## src/rtl/enigma_key_sequencer_pkg.sv

```systemverilog
// Shared types and constants for the Enigma key sequencer: FSM encoding,
// rotor position packing and modulo-26 position helpers.
package enigma_key_sequencer_pkg;

    localparam int ALPHA_LEN = 26;
    localparam int POS_W     = 5;
    localparam int CFG_W     = 3 * POS_W;

    // Bit offsets of each rotor field inside cfg_pos / dp_pos.
    localparam int R1_LSB = 10;  // fast rotor
    localparam int R2_LSB = 5;   // middle rotor
    localparam int R3_LSB = 0;   // slow rotor

    typedef logic [POS_W-1:0] pos_t;

    localparam pos_t LAST_POS  = pos_t'(ALPHA_LEN - 1);
    localparam pos_t ALPHA_POS = pos_t'(ALPHA_LEN);

    // Field order matches the bus packing: r1 in [14:10], r2 in [9:5], r3 in [4:0].
    typedef struct packed {
        pos_t r1;
        pos_t r2;
        pos_t r3;
    } rotor_pos_t;

    typedef enum logic [2:0] {
        ST_IDLE   = 3'd0,
        ST_STEP   = 3'd1,
        ST_LAUNCH = 3'd2,
        ST_WAIT   = 3'd3,
        ST_OUT    = 3'd4
    } state_t;

    // Advance one position, wrapping 25 -> 0.
    function automatic pos_t pos_inc(input pos_t p);
        return (p >= LAST_POS) ? '0 : p + pos_t'(1);
    endfunction

    // Fold an out-of-range 5-bit value (26..31) back into 0..25 so the
    // position registers never hold an illegal letter.
    function automatic pos_t pos_norm(input pos_t p);
        return (p >= ALPHA_POS) ? p - ALPHA_POS : p;
    endfunction

endpackage

```

## src/rtl/enigma_key_sequencer_if.sv

```systemverilog
// Bundle of configuration, plaintext, datapath and ciphertext signals
// between the key sequencer (slave) and its environment (master).
//
// Handshakes: a transfer happens on a rising clk edge where valid and
// ready are both 1. The source holds valid and its payload stable until
// that edge; ready may change freely. dp_start/dp_done are single-cycle
// strobes without backpressure.
interface enigma_key_sequencer_if;
    import enigma_key_sequencer_pkg::*;

    logic             cfg_load;
    logic [CFG_W-1:0] cfg_pos;

    logic             in_valid;
    logic             in_ready;
    logic [POS_W-1:0] in_char;

    logic             dp_start;
    logic [POS_W-1:0] dp_char;
    logic [CFG_W-1:0] dp_pos;
    logic             dp_done;
    logic [POS_W-1:0] dp_result;

    logic             out_valid;
    logic             out_ready;
    logic [POS_W-1:0] out_char;

    logic             err;
    state_t           dbg_state;

    modport master (
        output cfg_load, cfg_pos,
        output in_valid, in_char,
        input  in_ready,
        input  dp_start, dp_char, dp_pos,
        output dp_done, dp_result,
        input  out_valid, out_char,
        output out_ready,
        input  err, dbg_state
    );

    modport slave (
        input  cfg_load, cfg_pos,
        input  in_valid, in_char,
        output in_ready,
        output dp_start, dp_char, dp_pos,
        input  dp_done, dp_result,
        output out_valid, out_char,
        input  out_ready,
        output err, dbg_state
    );

endinterface

```

## src/rtl/enigma_step_logic.sv

```systemverilog
// Combinational rotor stepping: computes the next rotor positions for one
// key press, including the middle-rotor double-step anomaly.
module enigma_step_logic
    import enigma_key_sequencer_pkg::*;
#(
    parameter int NOTCH1 = 16,
    parameter int NOTCH2 = 4
) (
    input  rotor_pos_t cur,
    output rotor_pos_t nxt
);

    localparam pos_t N1 = pos_t'(NOTCH1);
    localparam pos_t N2 = pos_t'(NOTCH2);

    logic r1_at_notch;
    logic r2_at_notch;

    assign r1_at_notch = (cur.r1 == N1);
    assign r2_at_notch = (cur.r2 == N2);

    // Fast rotor always steps; the middle rotor steps when carried by the fast
    // rotor or when it sits on its own notch (double-step); the slow rotor is
    // carried by the middle notch. All decisions use the pre-step positions.
    always_comb begin
        nxt    = cur;
        nxt.r1 = pos_inc(cur.r1);
        if (r1_at_notch || r2_at_notch) begin
            nxt.r2 = pos_inc(cur.r2);
        end
        if (r2_at_notch) begin
            nxt.r3 = pos_inc(cur.r3);
        end
    end

endmodule

```

## src/rtl/enigma_key_sequencer.sv

```systemverilog
// Enigma key sequencer: accepts one plaintext letter at a time, steps the
// rotors, launches the external rotor/reflector datapath, waits for its
// result (with timeout) and hands the ciphertext letter downstream.
module enigma_key_sequencer
    import enigma_key_sequencer_pkg::*;
#(
    parameter int NOTCH1  = 16,
    parameter int NOTCH2  = 4,
    parameter int TIMEOUT = 15
) (
    input  logic                  clk,
    input  logic                  rst,
    enigma_key_sequencer_if.slave bus
);

    // Counter runs 0..TIMEOUT-1 across the WAIT cycles.
    localparam int TO_W = (TIMEOUT > 1) ? $clog2(TIMEOUT) : 1;
    localparam logic [TO_W-1:0] TO_LAST = TO_W'(TIMEOUT - 1);

    state_t          state;
    state_t          state_nx;
    rotor_pos_t      pos;
    rotor_pos_t      pos_step;
    rotor_pos_t      cfg_in;
    rotor_pos_t      cfg_norm;
    pos_t            dp_char_r;
    pos_t            out_char_r;
    logic [TO_W-1:0] to_cnt;
    logic            err_r;
    logic            char_legal;
    logic            timeout_hit;
    logic            in_ready_c;
    logic            dp_start_c;
    logic            out_valid_c;

    assign char_legal  = (bus.in_char <= LAST_POS);
    assign timeout_hit = (to_cnt == TO_LAST);

    assign cfg_in      = rotor_pos_t'(bus.cfg_pos);
    assign cfg_norm.r1 = pos_norm(cfg_in.r1);
    assign cfg_norm.r2 = pos_norm(cfg_in.r2);
    assign cfg_norm.r3 = pos_norm(cfg_in.r3);

    enigma_step_logic #(
        .NOTCH1(NOTCH1),
        .NOTCH2(NOTCH2)
    ) u_step (
        .cur(pos),
        .nxt(pos_step)
    );

    // State register.
    always_ff @(posedge clk) begin
        if (rst) begin
            state <= ST_IDLE;
        end else begin
            state <= state_nx;
        end
    end

    // Next-state decode; cfg_load in IDLE blocks character acceptance.
    always_comb begin
        state_nx = state;
        case (state)
            ST_IDLE: begin
                if (!bus.cfg_load && bus.in_valid && char_legal) begin
                    state_nx = ST_STEP;
                end
            end
            ST_STEP:   state_nx = ST_LAUNCH;
            ST_LAUNCH: state_nx = ST_WAIT;
            ST_WAIT: begin
                if (bus.dp_done) begin
                    state_nx = ST_OUT;
                end else if (timeout_hit) begin
                    state_nx = ST_IDLE;
                end
            end
            ST_OUT: begin
                if (bus.out_ready) begin
                    state_nx = ST_IDLE;
                end
            end
            default: state_nx = ST_IDLE;
        endcase
    end

    // Moore-style handshake outputs, all forced low while reset is held.
    always_comb begin
        in_ready_c  = 1'b0;
        dp_start_c  = 1'b0;
        out_valid_c = 1'b0;
        if (!rst) begin
            case (state)
                ST_IDLE:   in_ready_c  = !bus.cfg_load;
                ST_LAUNCH: dp_start_c  = 1'b1;
                ST_OUT:    out_valid_c = 1'b1;
                default: ;
            endcase
        end
    end

    // Position, letter, timeout and error registers.
    always_ff @(posedge clk) begin
        if (rst) begin
            pos        <= '0;
            dp_char_r  <= '0;
            out_char_r <= '0;
            to_cnt     <= '0;
            err_r      <= 1'b0;
        end else begin
            err_r <= 1'b0;
            case (state)
                ST_IDLE: begin
                    if (bus.cfg_load) begin
                        pos <= cfg_norm;
                    end else if (bus.in_valid) begin
                        if (char_legal) begin
                            dp_char_r <= bus.in_char;
                        end else begin
                            err_r <= 1'b1;
                        end
                    end
                end
                ST_STEP: begin
                    pos <= pos_step;
                end
                ST_LAUNCH: begin
                    to_cnt <= '0;
                end
                ST_WAIT: begin
                    if (bus.dp_done) begin
                        out_char_r <= bus.dp_result;
                    end else if (timeout_hit) begin
                        err_r <= 1'b1;
                    end else begin
                        to_cnt <= to_cnt + 1'b1;
                    end
                end
                default: ;
            endcase
        end
    end

    assign bus.in_ready  = in_ready_c;
    assign bus.dp_start  = dp_start_c;
    assign bus.out_valid = out_valid_c;
    assign bus.dp_pos    = pos;
    assign bus.dp_char   = dp_char_r;
    assign bus.out_char  = out_char_r;
    assign bus.err       = err_r & ~rst;
    assign bus.dbg_state = state;

endmodule
```

## src/flat_wrapper.sv

```systemverilog
// flat-port wrapper written by rule: the top's interface ports become plain ports
module enigma_key_sequencer_flat import enigma_key_sequencer_pkg::*;
#(
    parameter int NOTCH1  = 16,
    parameter int NOTCH2  = 4,
    parameter int TIMEOUT = 15
)
  (clk, rst, bus_cfg_load, bus_cfg_pos, bus_in_valid, bus_in_char, bus_in_ready, bus_dp_start, bus_dp_char, bus_dp_pos, bus_dp_done, bus_dp_result, bus_out_valid, bus_out_char, bus_out_ready, bus_err, bus_dbg_state);
  enigma_key_sequencer_if bus_i ();
  input  logic clk;
  input  logic rst;
  input wire logic [$bits(bus_i.cfg_load)-1:0] bus_cfg_load;
  input wire logic [$bits(bus_i.cfg_pos)-1:0] bus_cfg_pos;
  input wire logic [$bits(bus_i.in_valid)-1:0] bus_in_valid;
  input wire logic [$bits(bus_i.in_char)-1:0] bus_in_char;
  output wire logic [$bits(bus_i.in_ready)-1:0] bus_in_ready;
  output wire logic [$bits(bus_i.dp_start)-1:0] bus_dp_start;
  output wire logic [$bits(bus_i.dp_char)-1:0] bus_dp_char;
  output wire logic [$bits(bus_i.dp_pos)-1:0] bus_dp_pos;
  input wire logic [$bits(bus_i.dp_done)-1:0] bus_dp_done;
  input wire logic [$bits(bus_i.dp_result)-1:0] bus_dp_result;
  output wire logic [$bits(bus_i.out_valid)-1:0] bus_out_valid;
  output wire logic [$bits(bus_i.out_char)-1:0] bus_out_char;
  input wire logic [$bits(bus_i.out_ready)-1:0] bus_out_ready;
  output wire logic [$bits(bus_i.err)-1:0] bus_err;
  output wire logic [$bits(bus_i.dbg_state)-1:0] bus_dbg_state;
  assign bus_i.cfg_load = bus_cfg_load;
  assign bus_i.cfg_pos = bus_cfg_pos;
  assign bus_i.in_valid = bus_in_valid;
  assign bus_i.in_char = bus_in_char;
  assign bus_in_ready = bus_i.in_ready;
  assign bus_dp_start = bus_i.dp_start;
  assign bus_dp_char = bus_i.dp_char;
  assign bus_dp_pos = bus_i.dp_pos;
  assign bus_i.dp_done = bus_dp_done;
  assign bus_i.dp_result = bus_dp_result;
  assign bus_out_valid = bus_i.out_valid;
  assign bus_out_char = bus_i.out_char;
  assign bus_i.out_ready = bus_out_ready;
  assign bus_err = bus_i.err;
  assign bus_dbg_state = bus_i.dbg_state;
  enigma_key_sequencer #(.NOTCH1(NOTCH1), .NOTCH2(NOTCH2), .TIMEOUT(TIMEOUT)) u_core (.clk(clk), .rst(rst), .bus(bus_i));
endmodule
```

## config.mk

```make
export PLATFORM = sky130hd
export DESIGN_NAME = enigma_key_sequencer_flat
export DESIGN_NICKNAME = d
export VERILOG_FILES = /design/src/rtl/enigma_key_sequencer_pkg.sv /design/src/rtl/enigma_key_sequencer_if.sv /design/src/rtl/enigma_step_logic.sv /design/src/rtl/enigma_key_sequencer.sv /design/src/flat_wrapper.sv
export SDC_FILE = /design/constraint.sdc
export NUM_CORES = 1
export LEC_CHECK = 0
export BUFFER_PORTS_ARGS = -buffer_cell sky130_fd_sc_hd__buf_2
export CAP_MARGIN = 20
export CORE_ASPECT_RATIO = 0.6
export CORE_MARGIN = 2
export CORE_UTILIZATION = 54
export CTS_BUF_LIST = sky130_fd_sc_hd__clkbuf_8
export DETAILED_ROUTE_END_ITERATION = 16
export PLACE_DENSITY = 0.8
export SYNTH_ARGS = -nofsm -noshare
export SYNTH_HDL_FRONTEND = slang
export SYNTH_HIERARCHICAL = 1
export SYNTH_SLANG_ARGS = --single-unit
```

## constraint.sdc

```tcl
create_clock -name clk -period 2.19 [get_ports clk]
set_clock_uncertainty 0.1 [all_clocks]
set_input_delay 0.3285 -clock clk [delete_from_list [all_inputs] [get_ports clk]]
set_output_delay 0.3285 -clock clk [all_outputs]
set_load 0.02 [all_outputs]
```

# Yosys cells after proc, flatten, opt, wreduce, memory -nomap -nowiden
# Index checks and enable logic that the tools add are counted.
# W data, S select, Z words.
[word_totals] output_inout_bits=32 regBits=33 word_cells=84 in_bits=31
[classes] reduce_logical=14 muxes=30 add_sub_neg=7 order_cmp=7 n_bitwise=3 n_eq_ne=15
[op_table] op="$mux W5" n=8
[op_table] op="$ge A5 B5 Y1 const B" n=6
[op_table] op="$pmux W15 S2" n=1
[op_table] op="$add A5 B1 Y5 const B" n=3
[op_table] op="$mux W15" n=1
[op_table] op="$pmux W3 S5" n=1
[op_table] op="$sub A5 B5 Y5 const B" n=3
[op_table] op="$mux W3" n=4
[op_table] op="$ne A2 B2 Y1 const B" n=6
[op_table] op="$reduce_and A3 Y1" n=4
[op_table] op="$mux W1" n=11
[op_table] op="$mux W4" n=2
[op_table] op="$pmux W4 S2" n=1
[op_table] op="$eq A3 B2 Y1 const B" n=2
[op_table] op="$eq A5 B3 Y1 const B" n=1
[op_table] op="$eq A5 B5 Y1 const B" n=1
[op_table] op="$le A5 B5 Y1 const B" n=1
[op_table] op="$add A4 B1 Y4 const B" n=1
[op_table] op="$eq A4 B4 Y1 const B" n=1
[op_table] op="$reduce_and A2 Y1" n=2
[op_table] op="$reduce_and A4 Y1" n=1
[op_table] op="$reduce_bool A2 Y1" n=2
[op_table] op="$eq A3 B1 Y1 const B" n=1
[op_table] op="$eq A3 B3 Y1 const B" n=1
[op_table] op="9 further kinds" n=11

# Depth between registers and ports, before layout
# Gate-level depths: netlist (run 1).
[depth] word_depth=5 mapped_depth=9

# Cells and area by module
# The synthesis (run 1) kept the hierarchy.
[by_module_without_submodules] module="enigma_key_sequencer" seq_area_each_um2=660.6 instances=1 area_per_inst_um2=1737.9 cells_per_inst=210
[by_module_without_submodules] module="enigma_step_logic" seq_area_each_um2=0.0 instances=1 area_per_inst_um2=473.0 cells_per_inst=69

# Least setup slack after synthesis (run 1)
# No wires, ideal clock.
[synth_timing] path_type="register to output" startpoint="reg u_core.state[0], in the netlist u_core/bus.dbg_state[0]" endpoint="out bus_out_valid" setup_slack_ns=0.145 required_ns=1.762 path_stages_with_launch=4 n_path_buf=2 t_arrival_ns=1.617 cell_sequence="dfxtp_1 > clkbuf_1 > buf_1 > nor4b_1"
[synth_via] elab_chain_cells=3
[synth_lines] item="start: declaration" line_no="enigma_key_sequencer.sv:20" text="state_t state;"
[synth_lines] item="start signal: assignment" line_no="enigma_key_sequencer.sv:57" text="state <= state_nx;"
[synth_lines] item="$eq A3 B3 Y1" line_no="enigma_key_sequencer.sv:94" text="case (state)"
[synth_lines] item="$mux W1" line_no="enigma_key_sequencer.sv:94"
[synth_lines] item="$mux W1" line_no="enigma_key_sequencer.sv:93" text="if (!rst) begin"
[synth_lines] item="end: declaration" line_no="flat_wrapper.sv:22" text="output wire logic [$bits(bus_i.out_valid)-1:0] bus_out_valid;"
# No other way between the ends.

==> summary.md, run 1 <==
| Metric | Value |
|---|---|
| Crit-path max cell delay | `0.49 ns` |
| Cell Area, Placed | `2570 um^2` |
| Iteration-0 DRC Markers | `195` |
| Cell Chain, Critical Path | `inv_1 > ha_1 > and4bb_4 > o22ai_2 > o311ai_1 > o21a_1 > a32oi_1 > nand2_1` |
| Antenna Violating Nets Remaining | `0` |
| Vias in the first global route | `2,007` |
| Largest net degree at the start of global routing | `19` |
| Num rows | `17` |
| Vias per inst | `5.99` |
| Wirelength per Cell | `14.6 um` |
| Final clock period utilization by the worst path | `90.7%` |
| Final Hold Vio Count | `0` |
| Area leader, netlist | `dfxtp_1` |
| Post-CTS Resized | `0` |
| Post-synth EDFFs | `0` |
| Post-synth top area share | `29.9%` |
| Syn Inst Count | `279` |
| Synthesized netlist net count | `323` |
| Slew margin rel. | `60.3%` |
| Slew Limit Fails | `0` |
| Crit. End Element | `register` |
| Leak | `1.21 nW` |
| Ant diodes | `0` |
| CP max FO | `9` |
| CTS Root Cell | `clkbuf_8` |
| RSZ-0062 raised after global routing | `no` |
| Final Critical Period | `1.99 ns` |
| I/O pin cnt | `63` |
| H-tree depth | `2` |
| Initial Util | `58.4%` |
| Pwr Density | `734 nW/um^2` |
| CTS tree | `built` |
| Overall Global Routing Usage | `25.4%` |
| Internal power | `1.25 mW` |
| Finished layout cell area | `2690 um^2` |
| Max clock buf depth | `2` |
| Total power | `1.97 mW` |
| Final nets | `388` |
| Most common cell after layout, fill and taps aside | `buf_2` |
| Setup CP Type | `reg2reg` |
| Sequential element share of the synthesized area | `29.9%` |
| Switch share | `36.7%` |
| Worst-path clk slew | `0.08 ns` |
| Measured slew at the worst slew-check pin | `0.595 ns` |
| Die Y | `53.6 um` |
| Fin Hold WS | `0.171 ns` |
| Max Clk Rate | `0.503 GHz` |
| Drt drc | `0` |
| Hold Buf Count CTS | `0` |
| Final HPWL DP | `4260 um` |
| Worst path slowest cell | `dfxtp_1` |
| Post-synth ARST share | `0%` |
| Final setup violating endpoints | `0` |
| Synth top area cells | `dfxtp_1 30%, ha_1 7.4%, nor2_1 5.9%` |
| Vias | `2,347` |
| VDD IR-drop max | `0.306 mV` |
| Synthesis-stage register bit count | `33` |
| Required @ worst endpoint | `2.26 ns` |
| CP Data Arrival Time | `2.06 ns` |
| CTS buffer count | `5` |
| Comb pwr share | `32.1%` |
| GRT overflow | `0` |
| Seq pwr share | `38.2%` |
| First-pass GRT wire length | `9340 um` |
| First drt pass iteration count | `5` |
| Cell area after synthesis | `2210 um^2` |
| Routability cong. | `0.813` |
| Most frequent cells in the layout | `62 x buf_2, 35 x nor2_1, 33 x dfxtp_1` |
| Final WL | `5730 um` |
| Initial antenna violation count | `0` |
| Port Buf Inserts | `62` |
| Total core area | `3790 um^2` |
| Ys flop type | `dfxtp_1` |
| Status | `complete, no violations` |
| Critical Path Start Type | `register` |
| HP Class | `in2reg` |
| Synthesis-to-finish area growth | `21.6%` |
| Buffer count from post-CTS setup fixing | `0` |
| Synth cell types | `58` |
| Psw | `725 uW` |
| Avg Cell Area, Syn | `7.92 um^2` |
| Clock network fraction of design power | `29.7%` |
| Synth warn | `6` |
| Share of layout cells above drive strength 1 | `25.2%` |
| Die ar. | `4640 um^2` |
| Setup TNS | `0 ns` |
| Max Cap Viol | `0` |
| Die width | `86.6 um` |
| Worst skew pair latency | `0.28 ns` |
| CTS Sinks | `33` |
## cells in the mapped netlist, drive strengths merged, types with 5 or more instances
master   n
a21oi   15
a22oi    5
a32oi    5
buf      6
clkbuf   6
dfxtp   33
ha      13
inv     17
mux2i    8
nand2   22
nand2b   7
nand3   15
nor2    37
nor3    10
nor4     7
o211ai   5
o21ai   13
o22ai    6
## critical path: cells and delay by family (launching register included)
kind                     cells  cell delay, ns
AO/OA/AOI/OAI                4            0.70
flip-flops                   1            0.49
AND/OR/NAND/NOR              2            0.30
adder cells (fa/ha/maj)      1            0.22
buffers and inverters        1            0.08
## cell type report
| cell class | instances | area [um^2] |
|---|---|---|
| Clock buffer | 5 | 68.8 |
| Clock inverter | 3 | 46.3 |
| Fill cell | 298 | 1100 |
| Inverter | 17 | 63.8 |
| Multi-Input combinational cell | 217 | 1420 |
| Sequential cell | 33 | 661 |
| Tap cell | 47 | 58.8 |
| Timing Repair Buffer | 70 | 370 |
## final timing paths
check                                       startpoint                     end  slack, ns  cells past startpoint
worst max-delay path              u_core/bus.dp_pos[5]    u_core/bus.dp_pos[7]       0.20                      8
worst min-delay path                  bus_dp_result[1]  u_core/bus.out_char[1]       0.17                      3
worst max register to register    u_core/bus.dp_pos[5]    u_core/bus.dp_pos[7]       0.20                      8
worst min register to register  u_core/bus.out_char[1]  u_core/bus.out_char[1]       0.40                      2
## sequential cells by signal, summed over array words and instances, names as in the netlist
register and flops:
u_core/bus.dbg_state 3, u_core/bus.dp_char 5, u_core/to_cnt 4, u_core/bus.dp_pos 15
u_core/err_r 1, u_core/bus.out_char 5
## routing by layer
layer | GRT usage (%) | wire (um) | up-vias
li1 | - | - | 1158
met1 | 38.9 | 2950 | 1063
met2 | 36.7 | 2210 | 122
met3 | 5.37 | 543 | 4
met4 | 4.95 | 21 | 0
met5 | 0 | 0 | -
## stage by stage
step / util [%] / setup slack, ns / instances
floorplan: - / 0.145 / 279
global placement: 68.0 / 0.293 / 384
detailed placement: 68.0 / 0.233 / 384
CTS: 71.0 / 0.221 / 392
global route: 71.0 / 0.0700 / 392
finish: 71.0 / 0.203 / 392
## cells by family after synthesis
kind of cell,Yosys count,share of synthesized area (%)
AOI/OAI and AO/OA,74,23.1
xor gates and xnor gates,5,1.98
adders and majority gates,13,7.36
buffers and inverters,29,5.89
DFF,33,29.9
muxes,8,3.62
and+or+nand+nor,117,28.1
## power groups by stage
stage,combinational [mW],clock (mW),sequential [mW]
after floorplan,0.377,0,0.805
after global placement,0.611,0,0.761
after detailed placement,0.621,0,0.764
after CTS,0.624,0.595,0.751
after global routing,0.691,0.614,0.766
final,0.634,0.586,0.753
(Power assumes the default switching activity.)
==> inputs of run 2 (changes only) <==
REMOVE_ABC_BUFFERS = 1   (was unset)
==> run 2 against run 1 <==
Design area is 0.23% lower. Maximum frequency is 2.5% lower. Count of clock-buffer cells in the layout is 1 higher. Cell count stayed put. Critical path depth stayed put. Register-to-register slack worse by 0.05 ns. Total power is 4.9% lower. Sequential power is 0.7% lower. Largest cell class unchanged. Highest routed layer unchanged.
==> summary.md, run 2 (synthesis results as in run 1) <==
| Metric | Value |
|---|---|
| Most common cell after layout, fill and taps aside | `buf_2 (unchanged)` |
| CP Data Arrival Time | `2.10 ns (was 2.06 ns)` |
| Final nets | `389 (was 388)` |
| Buffer count from post-CTS setup fixing | `0 (unchanged)` |
| Initial Util | `58.4% (unchanged)` |
| Setup TNS | `0 ns (unchanged)` |
| Share of layout cells above drive strength 1 | `25.8% (was 25.2%)` |
| Synthesis-to-finish area growth | `21.3% (was 21.6%)` |
| Hold path cells | `3 (unchanged)` |
| Wl on met1 | `3030 um (was 2950 um)` |
| First-pass GRT wire length | `9740 um (was 9340 um)` |
| Final clock period utilization by the worst path | `93.1% (was 90.7%)` |
| Max Used Layer | `met4 (unchanged)` |
| Die width | `86.6 um (unchanged)` |
| Drt drc | `0 (unchanged)` |
| CTS Sinks | `33 (unchanged)` |
| Met2 WL post-DR | `2420 um (was 2210 um)` |
| Finished layout cell area | `2680 um^2 (was 2690 um^2)` |
| Largest net degree at the start of global routing | `18 (was 19)` |
| Die Y | `53.6 um (unchanged)` |
| Number of flip-flops under the largest register name | `15 (unchanged)` |
| CTS Root Cell | `clkbuf_8 (unchanged)` |
| Post-CTS Resized | `0 (unchanged)` |
| Wirelength per Cell | `15.0 um (was 14.6 um)` |
| Routability cong. | `0.977 (was 0.813)` |
| Switch share | `38.1% (was 36.7%)` |
| Cell Area, Placed | `2580 um^2 (was 2570 um^2)` |
| R2r setup slk | `0.15 ns (was 0.20 ns)` |
| Vias in the first global route | `2,131 (was 2,007)` |
| First drt pass iteration count | `5 (unchanged)` |
| Most frequent cells in the layout | `62 x buf_2, 35 x nor2_1, 33 x dfxtp_1 (unchanged)` |
| Port Buf Inserts | `62 (unchanged)` |
| Final Critical Period | `2.04 ns (was 1.99 ns)` |
| Worst-path clk slew | `0.08 ns (about the same)` |
| Hold Buf Count CTS | `0 (unchanged)` |
| Pwr Density | `699 nW/um^2 (was 734 nW/um^2)` |
| Crit. End Element | `register (unchanged)` |
| CTS tree | `built (unchanged)` |
| CP max FO | `9 (unchanged)` |
| RSZ-0062 raised after global routing | `no (unchanged)` |
| Total core area | `3790 um^2 (unchanged)` |
| H-tree depth | `2 (unchanged)` |
| Routed wl met3 | `431 um (was 543 um)` |
| Measured slew at the worst slew-check pin | `0.448 ns (was 0.595 ns)` |
| Final WS setup | `0.151 ns (was 0.203 ns)` |
| Initial antenna violation count | `0 (unchanged)` |
| Die ar. | `4640 um^2 (unchanged)` |
| Num rows | `17 (unchanged)` |
| Max Clk Rate | `0.490 GHz (was 0.503 GHz)` |
| Final setup violating endpoints | `0 (unchanged)` |
| Seq pwr share | `39.9% (was 38.2%)` |
| Vias | `2,354 (was 2,347)` |
| Leak | `1.20 nW (was 1.21 nW)` |
| Critical Path Start Type | `register (unchanged)` |
| I/O pin cnt | `63 (unchanged)` |
| Slew margin rel. | `70.0% (was 60.3%)` |
| Iteration-0 DRC Markers | `149 (was 195)` |
| Final Hold Vio Count | `0 (unchanged)` |
| Overall Global Routing Usage | `26.6% (was 25.4%)` |
| Fin Hold WS | `0.181 ns (was 0.171 ns)` |
| Total power | `1.88 mW (was 1.97 mW)` |
| Clock network fraction of design power | `25.4% (was 29.7%)` |
| Antenna Violating Nets Remaining | `0 (unchanged)` |
| Vias per inst | `6.01 (was 5.99)` |
| Final HPWL DP | `4300 um (was 4260 um)` |
| GRT overflow | `0 (unchanged)` |
| Post-placement worst setup slack | `0.186 ns (was 0.233 ns)` |
| Max clock buf depth | `2 (unchanged)` |
| R2R depth | `8 (unchanged)` |
| HP Class | `in2reg (unchanged)` |
| Ant diodes | `0 (unchanged)` |
| Psw | `715 uW (was 725 uW)` |
| Max Cap Viol | `0 (unchanged)` |
| CTS buffer count | `5 (unchanged)` |
| Internal power | `1.16 mW (was 1.25 mW)` |
| Worst skew pair latency | `0.29 ns (was 0.28 ns)` |
| Status | `complete, no violations (unchanged)` |
| Setup CP Type | `reg2reg (unchanged)` |
| Slew Limit Fails | `0 (unchanged)` |
| Comb pwr share | `34.7% (was 32.1%)` |
| Final WL | `5890 um (was 5730 um)` |
| Required @ worst endpoint | `2.25 ns (was 2.26 ns)` |
| VDD IR-drop max | `0.457 mV (was 0.306 mV)` |
==> run 2: final timing paths <==
| kind | to | startpoint |
|---|---|---|
| max | u_core/bus.dp_pos[7] | u_core/bus.dp_pos[5] |
| min | u_core/bus.out_char[3] | bus_dp_result[3] |
| max reg2reg | u_core/bus.dp_pos[7] | u_core/bus.dp_pos[5] |
| min reg2reg | u_core/bus.out_char[2] | u_core/bus.out_char[2] |
==> run 2: through the flow <==
step	std cells	utilization, %
CTS	392	70.6
global placement	385	68.2
detailed placement	385	68.2
floorplan	267	-
global route	392	70.9
finish	392	70.9
==> run 2: final cells by class <==
cell class              instances  area [um^2]
multi-input cells             217         1430
clock buffers                   6         82.6
well taps                      47         58.8
repair buffers                 71          378
clock inverters                 1         7.51
inverters                      17         63.8
flip-flops and latches         33          661
fillers                       341         1100
==> run 2: critical path, stage by stage (launching register included) <==
cell and delay, ns:
dfxtp_1 0.49, inv_1 0.08, ha_1 0.22, and4bb_4 0.23, o22ai_2 0.23, o311ai_1 0.12
o21a_1 0.21, a32oi_1 0.16, nand2_1 0.09
==> run 2: power by group through the flow <==
stage,Sequential [mW],Clock (mW),Combinational [mW]
final,0.748,0.477,0.651
after global routing,0.759,0.512,0.716
after CTS,0.744,0.484,0.634
after detailed placement,0.757,0,0.628
after global placement,0.755,0,0.621
after floorplan,0.818,0,0.334
==> run 2: layer usage <==
layer  up-vias  GRT usage [%]
met5         -              0
met4         0           5.47
met3         2           4.60
met2       105           40.4
met1      1085           39.8
li1       1162              -
==> inputs of run 3 (changes only) <==
ABC_AREA = 1   (was unset)
CORE_UTILIZATION = 55   (was 54)
PLACE_DENSITY = 0.81   (was 0.8)
==> run 3 against run 2 <==
Design area up 5.3%. Total power grew 32%. Utilization decreased by 1.9 points. Flip-flop and latch count is the same. Global-route usage down 1.3 points. Hold slack improved by 0.00090 ns. Die area up 3.6%. Critical path type unchanged. Highest routed layer unchanged.
==> summary.md, run 3 <==
| Metric | Value |
|---|---|
| Port Buf Inserts | `62 (unchanged)` |
| Max Cap Viol | `0 (unchanged)` |
| Final Critical Period | `1.91 ns (was 2.04 ns)` |
| Final nets | `474 (was 389)` |
| Wirelength per Cell | `12.4 um (was 15.0 um)` |
| Total power | `2.49 mW (was 1.88 mW)` |
| Critical R2R Launch | `u_core/bus.dp_pos[5] (unchanged)` |
| Cell area after synthesis | `2340 um^2 (was 2210 um^2)` |
| Comb pwr share | `41.6% (was 34.7%)` |
| Antenna Violating Nets Remaining | `0 (unchanged)` |
| Num rows | `18 (was 17)` |
| Avg Cell Area, Syn | `6.39 um^2 (was 7.92 um^2)` |
| Drt drc | `0 (unchanged)` |
| I/O pin cnt | `63 (unchanged)` |
| Synth cell types | `30 (was 58)` |
| Number of flip-flops under the largest register name | `15 (unchanged)` |
| Syn Inst Count | `366 (was 279)` |
| HP Class | `in2reg (unchanged)` |
| Slew margin rel. | `47.8% (was 70.0%)` |
| R2r setup slk | `0.28 ns (was 0.15 ns)` |
| Final HPWL DP | `4500 um (was 4300 um)` |
| Worst skew pair latency | `0.29 ns (about the same)` |
| Post-synth EDFFs | `0 (unchanged)` |
| Share of layout cells above drive strength 1 | `22.5% (was 25.8%)` |
| Post-synth top area share | `28.3% (was 29.9%)` |
| Cell mode on critical path | `nand2_1` |
| FF+latch area | `661 um^2 (unchanged)` |
| RSZ-0062 raised after global routing | `no (unchanged)` |
| Final Hold Vio Count | `0 (unchanged)` |
| Synth top area cells | `dfxtp_1 28%, nand2_1 13%, nor2_1 8.2% (was dfxtp_1 30%, ha_1 7.4%, nor2_1 5.9%)` |
| Max Clk Rate | `0.523 GHz (was 0.490 GHz)` |
| CP Launch Point | `u_core/bus.dp_pos[5] (unchanged)` |
| R2R depth | `11 (was 8)` |
| Synthesis-stage register bit count | `33 (unchanged)` |
| Cell Chain, Critical Path | `inv_1 > ha_1 > nand2_1 > inv_2 > nand2_4 > nand2_4 > nand3_1 > nand2_1 > or2_2 > nand2_1 > a21oi_1 (was inv_1 > ha_1 > and4bb_4 > o22ai_2 > o311ai_1 > o21a_1 > a32oi_1 > nand2_1)` |
| Cell Area, Placed | `2710 um^2 (was 2580 um^2)` |
| Total core area | `4100 um^2 (was 3790 um^2)` |
| CP max FO | `9 (unchanged)` |
| H-tree depth | `2 (unchanged)` |
| Area of the multi-input gates | `1450 um^2 (was 1430 um^2)` |
| CTS Sinks | `33 (unchanged)` |
| Vias | `2,600 (was 2,354)` |
| Final WL | `6060 um (was 5890 um)` |
| Layout filler cell count | `389 (was 341)` |
| Seq pwr share | `34.3% (was 39.9%)` |
| Max clock buf depth | `2 (unchanged)` |
| Setup CP Type | `reg2reg (unchanged)` |
| Initial Util | `57.0% (was 58.4%)` |
| Worst-path clk slew | `0.08 ns (about the same)` |
| CTS buffer count | `5 (unchanged)` |
| First drt pass iteration count | `5 (unchanged)` |
| Final clock period utilization by the worst path | `87.3% (was 93.1%)` |
| Synth warn | `6 (unchanged)` |
| Die Y | `54.5 um (was 53.6 um)` |
| Leak | `1.48 nW (was 1.20 nW)` |
| Die width | `88.2 um (was 86.6 um)` |
| Setup TNS | `0 ns (unchanged)` |
| Largest net degree at the start of global routing | `21 (was 18)` |
| Buffer count from post-CTS setup fixing | `0 (unchanged)` |
| Most frequent cells in the layout | `84 x nand2_1, 62 x buf_2, 51 x nor2_1 (was 62 x buf_2, 35 x nor2_1, 33 x dfxtp_1)` |
| Measured slew at the worst slew-check pin | `0.783 ns (was 0.448 ns)` |
| VDD IR-drop max | `0.453 mV (was 0.457 mV)` |
| Pwr Density | `880 nW/um^2 (was 699 nW/um^2)` |
| WHS Endpoint | `u_core/bus.dp_char[0] (was u_core/bus.out_char[3])` |
| Slew Limit Fails | `0 (unchanged)` |
| Required @ worst endpoint | `2.24 ns (was 2.25 ns)` |
| Synthesis-to-finish area growth | `20.9% (was 21.3%)` |
| Top cells by count, synth | `84 x nand2_1, 51 x nor2_1, 43 x inv_1 (was 35 x nor2_1, 33 x dfxtp_1, 22 x nand2_1)` |
| Area leader, netlist | `dfxtp_1 (unchanged)` |
| Clock network fraction of design power | `24.1% (was 25.4%)` |
| GRT overflow | `0 (unchanged)` |
| First-pass GRT wire length | `9310 um (was 9740 um)` |
| Switch share | `42.8% (was 38.1%)` |
| Post-CTS Resized | `0 (unchanged)` |
| Final setup violating endpoints | `0 (unchanged)` |
| Most common cell after layout, fill and taps aside | `nand2_1 (was buf_2)` |
| CP Data Arrival Time | `1.97 ns (was 2.10 ns)` |
| Overall Global Routing Usage | `25.3% (was 26.6%)` |
| Sequential element share of the synthesized area | `28.3% (was 29.9%)` |
| Crit-path max cell delay | `0.49 ns (about the same)` |
| Psw | `1.06 mW (was 715 uW)` |
| Top-count cell post-synth | `nand2_1 (was nor2_1)` |
| Beginning of the worst hold path | `bus_in_char[0] (was bus_dp_result[3])` |
| Critical Path Start Type | `register (unchanged)` |
| Internal power | `1.42 mW (was 1.16 mW)` |
| Initial antenna violation count | `0 (unchanged)` |
| Worst path slowest cell | `dfxtp_1 (unchanged)` |
| Crit. End Element | `register (unchanged)` |
| Status | `complete, no violations (unchanged)` |
| Finished layout cell area | `2830 um^2 (was 2680 um^2)` |
| Die ar. | `4800 um^2 (was 4640 um^2)` |
| Hold path cells | `3 (unchanged)` |
| FF-to-FF End | `u_core/bus.dp_pos[6] (was u_core/bus.dp_pos[7])` |
| Iteration-0 DRC Markers | `233 (was 149)` |
| CTS tree | `built (unchanged)` |
| Ant diodes | `0 (unchanged)` |
| Hold Buf Count CTS | `0 (unchanged)` |
| Routability cong. | `0.898 (was 0.977)` |
| Vias in the first global route | `2,063 (was 2,131)` |
| Ys flop type | `dfxtp_1 (unchanged)` |
| Post-synth ARST share | `0% (unchanged)` |
| CTS Root Cell | `clkbuf_8 (unchanged)` |
| Vias per inst | `5.30 (was 6.01)` |
[run 3: worst max path at each step]
| stage | to | slack [ns] | cells after the start |
|---|---|---|---|
| finish | u_core/bus.dp_pos[6] | 0.28 | 11 |
| global route | u_core/bus.dp_pos[7] | 0.14 | 11 |
| CTS | u_core/bus.dp_pos[6] | 0.29 | 11 |
| detailed placement | u_core/bus.dp_pos[6] | 0.32 | 11 |
| global placement | u_core/bus.dp_pos[7] | 0.39 | 11 |
| floorplan | u_core/bus.dp_pos[6] | 0.33 | 11 |
[run 3: per-stage QoR]
| step | hold slack (ns) | utilization, % | instances | setup WS, ns |
|---|---|---|---|---|
| floorplan | 0.298 | - | 359 | 0.325 |
| global placement | 0.349 | 66.1 | 483 | 0.392 |
| global route | 0.194 | 68.9 | 491 | 0.141 |
| detailed placement | 0.357 | 66.1 | 483 | 0.316 |
| finish | 0.182 | 68.9 | 491 | 0.278 |
| CTS | 0.178 | 68.9 | 491 | 0.293 |
[run 3: cell families after synthesis]
kind of cell             after synthesis  synth area share (%)
AND/OR/NAND/NOR                      204                  39.8
AO/OA/AOI/OAI                         56                  13.1
buffers and inverters                 54                  9.64
flip-flops                            33                  28.3
adder cells (fa/ha/maj)               13                  6.96
XOR/XNOR                               5                  1.87
multiplexers                           1                 0.428
[run 3: critical path, delay by kind of cell, from the launching register on]
kind            cells  cell delay, ns
compound gates      1            0.06
fa+ha+maj           1            0.20
buf+inv             2            0.15
flops               1            0.49
simple gates        7            0.77
[run 3: power groups by stage]
stage          sequential, mW  combinational [mW]  clock, mW
4_1_cts                 0.848                1.02      0.602
3_3_place_gp            0.856               0.992          0
5_1_grt                 0.872                1.14      0.619
2_1_floorplan           0.936               0.617          0
3_5_place_dp            0.860                1.01          0
6_report                0.853                1.03      0.598
[run 3: metal layers]
metal | share of wire [%] | up-vias | track usage, %
met5 | 0 | - | 0
met4 | 0.54 | 0 | 6.31
met3 | 9.5 | 6 | 6.64
met2 | 44 | 123 | 39.8
met1 | 46 | 1159 | 35.1
li1 | - | 1312 | -
[run 3: area by class of cell]
type / count / area share, %
clock buffer: 6 / 2.92
clock inverter: 2 / 1.20
inverter: 47 / 6.51
multi-input combinational: 279 / 51.4
sequential: 33 / 23.4
tap: 60 / 2.66
timing repair buffer: 64 / 12.0
